**src/rtl/mips_mem_initiator.sv**
```systemverilog
// mips_mem_initiator: load/store initiator between the MIPS datapath and a
// 32-bit byte-lane memory bus. Each CPU op becomes at most one word-aligned
// bus transaction; misaligned accesses and illegal ops complete with an error
// and never touch the bus.
// Optional build macro MEM_TIMEOUT_EN: abort a bus cycle that has been
// stalled by mem_waitrequest for TIMEOUT_CYCLES cycles.
module mips_mem_initiator #(
   parameter int ADDR_W         = 32,
   parameter int TIMEOUT_CYCLES = 255
) (
   input  logic              clk,
   input  logic              reset_n,
   input  logic              req_valid,
   output logic              req_ready,
   input  logic [3:0]        req_op,
   input  logic [ADDR_W-1:0] req_addr,
   input  logic [31:0]       req_wdata,
   input  logic [31:0]       req_rt_old,
   output logic              resp_valid,
   output logic [31:0]       resp_rdata,
   output logic              resp_error,
   output logic [ADDR_W-1:0] mem_address,
   output logic              mem_read,
   output logic              mem_write,
   output logic [3:0]        mem_byteenable,
   output logic [31:0]       mem_writedata,
   input  logic              mem_waitrequest,
   input  logic [31:0]       mem_readdata
);

   localparam logic [1:0] IDLE = 2'd0;
   localparam logic [1:0] BUS  = 2'd1;
   localparam logic [1:0] CAPT = 2'd2;
   localparam logic [1:0] DONE = 2'd3;

   localparam logic [3:0] OP_LB  = 4'd0;
   localparam logic [3:0] OP_LBU = 4'd1;
   localparam logic [3:0] OP_LH  = 4'd2;
   localparam logic [3:0] OP_LHU = 4'd3;
   localparam logic [3:0] OP_LW  = 4'd4;
   localparam logic [3:0] OP_LWL = 4'd5;
   localparam logic [3:0] OP_LWR = 4'd6;
   localparam logic [3:0] OP_SB  = 4'd8;
   localparam logic [3:0] OP_SH  = 4'd9;
   localparam logic [3:0] OP_SW  = 4'd10;

   logic [1:0]  state;
   logic [3:0]  op_q;      // captured op, needed again in CAPT
   logic [1:0]  off_q;     // captured byte offset within the word
   logic [31:0] rt_old_q;  // merge source for LWL/LWR

   // Legal op with an offset the access size allows.
   function automatic logic access_ok(input logic [3:0] op, input logic [1:0] o);
      // NOTE: every function/always_comb output gets a default first so no
      // path can leave it unassigned (that is what infers a latch).
      access_ok = 1'b0;
      case (op)
         OP_LB, OP_LBU, OP_SB, OP_LWL, OP_LWR: access_ok = 1'b1;
         OP_LH, OP_LHU, OP_SH:                 access_ok = ~o[0];
         OP_LW, OP_SW:                         access_ok = (o == 2'd0);
         default:                              access_ok = 1'b0;
      endcase
   endfunction

   // Little-endian lane enables for the access.
   function automatic logic [3:0] lane_enables(input logic [3:0] op, input logic [1:0] o);
      lane_enables = 4'b0000;
      case (op)
         OP_LB, OP_LBU, OP_SB: lane_enables = 4'b0001 << o;
         OP_LH, OP_LHU, OP_SH: lane_enables = o[1] ? 4'b1100 : 4'b0011;
         OP_LW, OP_SW:         lane_enables = 4'b1111;
         OP_LWL:               lane_enables = (4'b0010 << o) - 4'd1;  // lanes 0..o
         OP_LWR:               lane_enables = 4'b1111 << o;           // lanes o..3
         default:              lane_enables = 4'b0000;
      endcase
   endfunction

   // Store data replicated across the word so the enabled lanes carry it
   // whatever the offset.
   function automatic logic [31:0] store_data(input logic [3:0] op, input logic [31:0] w);
      store_data = 32'h0;
      case (op)
         OP_SB:   store_data = {4{w[7:0]}};
         OP_SH:   store_data = {2{w[15:0]}};
         OP_SW:   store_data = w;
         default: store_data = 32'h0;
      endcase
   endfunction

   // Register result from the returned word: extend, or merge for LWL/LWR.
   function automatic logic [31:0] load_result(input logic [3:0] op, input logic [1:0] o,
                                               input logic [31:0] rd, input logic [31:0] rt);
      logic [4:0]  sh_lo;
      logic [4:0]  sh_hi;
      logic [31:0] d;
      sh_lo = {o, 3'b000};   // 8*o
      sh_hi = {~o, 3'b000};  // 8*(3-o)
      d     = rd >> sh_lo;
      load_result = 32'h0;
      case (op)
         OP_LB:   load_result = {{24{d[7]}}, d[7:0]};
         OP_LBU:  load_result = {24'h0, d[7:0]};
         OP_LH:   load_result = {{16{d[15]}}, d[15:0]};
         OP_LHU:  load_result = {16'h0, d[15:0]};
         OP_LW:   load_result = rd;
         OP_LWL:  load_result = (rd << sh_hi) | (rt & ((32'h1 << sh_hi) - 32'h1));
         OP_LWR:  load_result = d | (rt & ~(32'hFFFF_FFFF >> sh_lo));
         default: load_result = 32'h0;
      endcase
   endfunction

   assign req_ready = (state == IDLE);

`ifdef MEM_TIMEOUT_EN
   localparam int TW = $clog2(TIMEOUT_CYCLES + 1);

   logic [TW-1:0] wait_cnt;
   logic          timeout_hit;

   assign timeout_hit = (state == BUS) && mem_waitrequest &&
                        (wait_cnt == TW'(TIMEOUT_CYCLES - 1));

   // Count consecutive stalled BUS cycles; cleared on any other cycle or abort.
   always_ff @(posedge clk or negedge reset_n) begin
      if (!reset_n) begin
         wait_cnt <= '0;
      end else if ((state == BUS) && mem_waitrequest && !timeout_hit) begin
         wait_cnt <= wait_cnt + TW'(1);
      end else begin
         wait_cnt <= '0;
      end
   end
`endif

   // Request FSM: accept, drive one registered bus cycle, capture, respond.
   always_ff @(posedge clk or negedge reset_n) begin
      // NOTE: state registers use non-blocking assignments so every register
      // in this block sees the pre-edge value of the others.
      if (!reset_n) begin
         state          <= IDLE;
         op_q           <= 4'd0;
         off_q          <= 2'd0;
         rt_old_q       <= 32'h0;
         resp_valid     <= 1'b0;
         resp_error     <= 1'b0;
         resp_rdata     <= 32'h0;
         mem_read       <= 1'b0;
         mem_write      <= 1'b0;
         mem_address    <= '0;
         mem_byteenable <= 4'b0000;
         mem_writedata  <= 32'h0;
      end else begin
         case (state)
            IDLE: begin
               if (req_valid) begin
                  op_q     <= req_op;
                  off_q    <= req_addr[1:0];
                  rt_old_q <= req_rt_old;
                  if (!access_ok(req_op, req_addr[1:0])) begin
                     state      <= DONE;
                     resp_valid <= 1'b1;
                     resp_error <= 1'b1;
                  end else begin
                     // The bus registers double as the captured address and
                     // store data; they stay put until the slave accepts.
                     state          <= BUS;
                     mem_read       <= ~req_op[3];
                     mem_write      <= req_op[3];
                     mem_address    <= {req_addr[ADDR_W-1:2], 2'b00};
                     mem_byteenable <= lane_enables(req_op, req_addr[1:0]);
                     mem_writedata  <= store_data(req_op, req_wdata);
                  end
               end
            end
            BUS: begin
               if (!mem_waitrequest) begin
                  mem_read  <= 1'b0;
                  mem_write <= 1'b0;
                  if (op_q[3]) begin
                     state      <= DONE;
                     resp_valid <= 1'b1;
                  end else begin
                     state <= CAPT;
                  end
               end
`ifdef MEM_TIMEOUT_EN
               else if (timeout_hit) begin
                  mem_read   <= 1'b0;
                  mem_write  <= 1'b0;
                  state      <= DONE;
                  resp_valid <= 1'b1;
                  resp_error <= 1'b1;
               end
`endif
            end
            CAPT: begin
               // Read data is valid in the cycle after acceptance.
               resp_rdata <= load_result(op_q, off_q, mem_readdata, rt_old_q);
               resp_valid <= 1'b1;
               state      <= DONE;
            end
            DONE: begin
               resp_valid <= 1'b0;
               resp_error <= 1'b0;
               resp_rdata <= 32'h0;
               state      <= IDLE;
            end
            default: state <= IDLE;
         endcase
      end
   end

endmodule

```
**config.mk**
```make
export PLATFORM = sky130hd
export DESIGN_NAME = mips_mem_initiator
export DESIGN_NICKNAME = d
export VERILOG_FILES = /design/src/rtl/mips_mem_initiator.sv
export SDC_FILE = /design/constraint.sdc
export NUM_CORES = 1
export LEC_CHECK = 0
export ABC_CLOCK_PERIOD_IN_PS = 1900
export BUFFER_PORTS_ARGS = -buffer_cell sky130_fd_sc_hd__buf_2
export CAP_MARGIN = 20
export CORE_ASPECT_RATIO = 1.2
export CORE_MARGIN = 5
export CORE_UTILIZATION = 40
export DETAILED_ROUTE_END_ITERATION = 10
export PLACE_DENSITY_LB_ADDON = 0.15
export REMOVE_ABC_BUFFERS = 1
export SLEW_MARGIN = 25
export SYNTH_ARGS = -nofsm -noshare
export SYNTH_HDL_FRONTEND = slang
export SYNTH_SLANG_ARGS = --single-unit
```
**constraint.sdc**
```tcl
create_clock -name clk -period 1.9 [get_ports clk]
set_clock_uncertainty 0.2 [all_clocks]
set_input_delay 0.57 -clock clk [delete_from_list [all_inputs] [get_ports clk]]
set_output_delay 0.57 -clock clk [all_outputs]
set_load 0.02 [all_outputs]
```
# Word-level counts from Yosys, hierarchy flattened
# Index checks and enable logic that the tools add are counted.
[op_classes]
n_addsub = 2
n_eq_ne = 23
shifts = 7
muxes = 26
bitwise = 8
n_reduce_logical = 17
[op_table]
columns = ["operator", "n"]
rows = [
  ["$pmux 32 s7", 1],
  ["$pmux 32 s3", 1],
  ["$and 32x32->32", 2],
  ["$or 32x32->32", 2],
  ["$pmux 32 s2", 1],
  ["$not 32->32", 1],
  ["$shl 1x5->32 const A", 1],
  ["$shl 32x5->32", 1],
  ["$shr 32x5->32", 1],
  ["$shr 32x5->32 const A", 1],
  ["$sub 32x1->32 const B", 1],
  ["$eq 4x3->1 const B", 6],
  ["$pmux 4 s5", 1],
  ["$eq 4x2->1 const B", 4],
  ["$eq 4x4->1 const B", 3],
  ["$mux 1", 12],
  ["$eq 4x1->1 const B", 2],
  ["$logic_not 4->1", 2],
  ["$ne 2x2->1 const B", 4],
  ["$pmux 2 s4", 1],
  ["$reduce_and 4->1", 2],
  ["$mux 2", 3],
  ["$pmux 1 s2", 3],
  ["$reduce_and 3->1", 2],
  ["18 further kinds", 25],
]
[totals]
reg_bits = 142
word_cells = 95

# Logic depth before layout (Yosys ltp)
[logic_depth]
ltp_word = 8
ltp_mapped = 9

# Worst setup path before layout
# No wires, ideal clock.
[synth_path]
path_kind = "register to register"
startpoint = "reg state[0]"
endpoint = "reg mem_writedata[22]"
setup_time_ps = 126
arrival_time_ps = 1947
t_required_ps = 1574
setup_slack_ps = -373
stages_incl_launch_ff = 10
n_path_buf = 3
cell_sequence = "dfrtp_1 inv_1 ha_1 clkbuf_1 nand2_1 a21o_1 clkbuf_1 buf_2 a221oi_1 nor2_1"
[synth_via]
elab_chain_len = 2
[synth_lines]
columns = ["element", "line", "rtl"]
rows = [
  ["from (decl)", "47", "logic [1:0] state;"],
  ["from (signal assigned)", "140", "state <= IDLE;"],
  ["from (signal assigned)", "160", "state <= DONE;"],
  ["from (signal assigned)", "166", "state <= BUS;"],
  ["$logic_not 2->1", "-", ""],
  ["named net req_ready", "14", "output logic req_ready,"],
  ["$reduce_and 3->1 (no source line)", "-", ""],
  ["to (signal assigned)", "171", "mem_writedata <= store_data(req_op, req_wdata);"],
  ["to (decl)", "26", "output logic [31:0] mem_writedata,"],
]
# The timed path passes the listed nets, and every way through them passes these cells.
# A chain may end at the register's enable or synchronous reset.

# Final worst setup path
[layout_path]
startpoint = "reg off_q[0]"
endpoint = "reg resp_rdata[29]"
[layout_via]
elab_chain_len = 7
word_cells_on_any_way = 13
classes_between = "add/sub (1); shift (4); mux (2); bitwise (6)"
[layout_lines]
columns = ["element", "line", "rtl"]
rows = [
  ["from (decl)", "49", "logic [1:0] off_q;"],
  ["from (signal assigned)", "157", "off_q <= req_addr[1:0];"],
  ["$not 2->2", "97", "sh_hi = {~o, 3'b000};"],
  ["$shl 1x5->32", "106", "OP_LWL: load_result = (rd << sh_hi) | (rt & ((32'h1 << sh_hi) - 32'h1));"],
  ["$sub 32x1->32", "106", ""],
  ["$and 32x32->32", "106", ""],
  ["$or 32x32->32", "106", ""],
  ["$pmux 32 s7 *", "100", "case (op)"],
  ["$pmux 32 s2 *", "153", "case (state)"],
  ["to (signal assigned)", "198", "resp_rdata <= load_result(op_q, off_q, mem_readdata, rt_old_q);"],
  ["to (decl)", "20", "output logic [31:0] resp_rdata,"],
]
# Mark *: on every way between the ends. The rest lies on a longest branch, timed or not.

==> reports/qor.txt <==
# rows -> 55
RePlAce Congestion -> 0.8218
worst-margin pin slew -> 0.8206 ns
Final Setup Violations -> 30
Cells after Synth -> 798
via count -> 7,241
Max-slew headroom -> 0.4499
largest net degree at the start of global routing -> 55
Mean Syn Cell Area -> 9.426 um2
post-synthesis mux area share -> 0.1261
ratio of cells with drive above 1 in the final layout -> 0.4478
RSZ-0062 raised after global routing -> yes
met1 WL -> 10,220 um
root buf cell -> clkbuf_16
crit path max fanout -> 14
sequential-to-total area share from yosys stat -> 0.4724
DRC viols -> 0
PnR worst setup slack -> -0.2049 ns
fmax -> 475.1 MHz
dpl cells -> 1,321
io pins -> 241
FF-to-FF End -> resp_rdata[29]
synth top area cells -> dfrtp_1 (47%), nand2_1 (8.8%), mux2_2 (7.2%)
Netlist cell types -> 56
Layout area overhead -> 45.36%
initial antenna violation count -> 4
total power -> 18.00 mW
routed length on met2 -> 12,010 um
failing checks -> setup timing
H-tree depth -> 4
Overflow after GRT -> 0
CP Launch Type -> register
main combinational cell family by area after synthesis -> simple AND/OR/NAND/NOR gates
Worst Path Arrival -> 2.25 ns
Worst Setup Slack post-DPL -> -0.4568 ns
Antenna diodes -> 0
vias per inst -> 5.293
chip width -> 135.2 um
Synth Register Bits -> 142
CTS tree -> yes
Die Y -> 160.2 um
Post-Synth Simple-Gate Area -> 0.1760
Initial DRC Count -> 379
power density cells -> 1646 mW/mm2
Avg WL per Cell -> 18.40 um
Max clock buf depth -> 2
CTS Buf Count -> 17
commonest non-fill, non-tap cell in the layout -> buf_2
antenna-violating nets left -> 0
dominant synthesized flop cell -> dfrtp_1
Clock Latency Late Sink -> 0.43 ns
Worst VDD drop -> 0.0007917 V
Slew Limit Fails -> 0
FFs w/ async S/R, synth -> 1.000
CTS clock-pin slew for the worst setup and hold paths -> 0.07 ns
Adder-Cell Fraction of Synth Area -> 0.006653
Synth Area in Compound Gates -> 0.1715
top cell type's share of synthesized area -> 0.4724
max incr delay on CP -> 0.54 ns
post-synthesis xor/xnor area fraction -> 0.001164
Max Used Layer -> met5
met3 wire len -> 2296 um
Worst Hold Class -> in -> reg
reg2reg path depth -> 6
final net count -> 1,239
top cell type by total area after synthesis -> dfrtp_1
hold wc startpoint -> req_addr[17]
slowest CP cell -> or4_4
Post-synth EDFFs -> 0
GR Util All Layers -> 0.2214
period utilization -> 1.108
core area -> 0.01872 mm2
CP Cell Sequence -> mux2i_1 -> o211a_1 -> or4_4 -> buf_12 -> and4_1 -> a21oi_1
commonest non-fill, non-tap cells in the layout -> buf_2 (236), nand2_1 (175), dfrtp_1 (140)
WHS Endpoint -> mem_address[17]
PortBufs -> 238
crit path kind -> reg -> reg
Register-to-Register Setup Slack -> -0.20 ns
Syn Std Cell Area -> 0.007522 mm2
outcome -> finished, violations left
total length of routed wires -> 25,170 um
worst flop-to-flop path startpoint -> off_q[0]
clock tree sinks -> 142
Synth Warn # -> 0
CP Capture Type -> register
Final min period -> 2.105 ns
Static Leak -> 5.247 nW
vias in the first global route -> 7,229
HPWL after DPL -> 17,410 um
effective utilization at floorplan -> 0.4019
Final Hold Vio Count -> 0
first-pass GRT wire length -> 38,300 um
die area -> 0.02166 mm2
DRT Pass-1 Iters -> 5
Critical Path RT -> 2.05 ns
Finished Layout Cells -> 1,368
Max Cap Viol -> 0
hold depth -> 3
cells in the mapped netlist, types with 8 or more instances:
master,instances
a31oi_1,16
buf_2,11
nand2_1,177
clkbuf_1,43
mux2i_1,25
nand3_1,12
nand2b_1,8
inv_1,16
nor3_1,10
a211oi_1,9
o211ai_1,10
mux2_2,48
a221oi_1,26
o21ai_0,35
nor2_1,60
nor2b_1,13
a22oi_1,15
a21oi_1,30
dfrtp_1,142
area by class of cell:
type	instances	area, um2
Tap cell	256	320.3
Multi-Input combinational cell	576	4076
Clock buffer	18	429.2
Timing Repair Buffer	346	2355
Fill cell	1706	7784
Sequential cell	142	3556
Inverter	16	60.06
Clock inverter	14	137.6
cells by family (layout without fill, tap and decap cells):
kind of cell	Yosys count	after routing
AOI/OAI and AO/OA	184	184
xor gates and xnor gates	1	1
adders and majority gates	4	4
buffers and inverters	81	394
DFF	142	142
muxes	80	80
other	1	2
and+or+nand+nor	305	305
critical path: cells and delay by family (launching register included):
kind | cells | cell delay (ns)
buf+inv | 1 | 0.17
simple gates | 2 | 0.68
mux | 1 | 0.16
flops | 1 | 0.45
compound gates | 2 | 0.35
state kept, by name (all words and copies together), names as in the netlist:
name            cells
off_q               2
rt_old_q           32
mem_byteenable      4
state               2
resp_error          1
mem_address        30
op_q                4
mem_write           1
mem_writedata      32
resp_rdata         32
resp_valid          1
mem_read            1
power by group:
part           internal (mW)  leakage, nW  switching [mW]
Combinational           4.25         3.20            5.18
Clock                   1.75        0.276            1.52
Sequential              4.40         1.77           0.886
stage by stage:
step / cell area [um2] / setup TNS [ns] / hold WS, ns / utilization
CTS: 10400 / -3.860 / 0.1006 / 0.5556
finish: 10930 / -3.722 / 0.1194 / 0.5842
detailed placement: 9729 / -37.06 / 0.2528 / 0.5198
floorplan: 7242 / -190.04 / 0.07441 / -
global placement: 9729 / -35.49 / 0.2465 / 0.5198
global route: 10930 / -6.261 / 0.1118 / 0.5842
what timing repair did:
action,in CTS,in global routing
gates cloned,0,3
hold buffers,1,0
setup buffers,3,9
pin swaps,2,13
endpoints found under the hold margin,27,0
resized for setup,21,74
setup endpoints to repair,111,79
how the worst max path moves through the flow:
stage	from	end	slack, ns	depth (start not counted)
4_1_cts	off_q[0]	resp_rdata[29]	-0.19	6
3_3_place_gp	req_op[0]	resp_valid	-0.43	6
3_5_place_dp	req_op[0]	mem_writedata[14]	-0.46	7
5_1_grt	off_q[0]	resp_rdata[24]	-0.28	6
6_report	off_q[0]	resp_rdata[29]	-0.20	6
2_1_floorplan	state[0]	mem_byteenable[2]	-2.29	6
routing by layer:
metal,GRT usage,vias to the layer above
li1,-,3457
met3,0.06868,53
met1,0.2796,3413
met4,0.07929,8
met2,0.3580,310
met5,0,-
(Power assumes the default switching activity.)
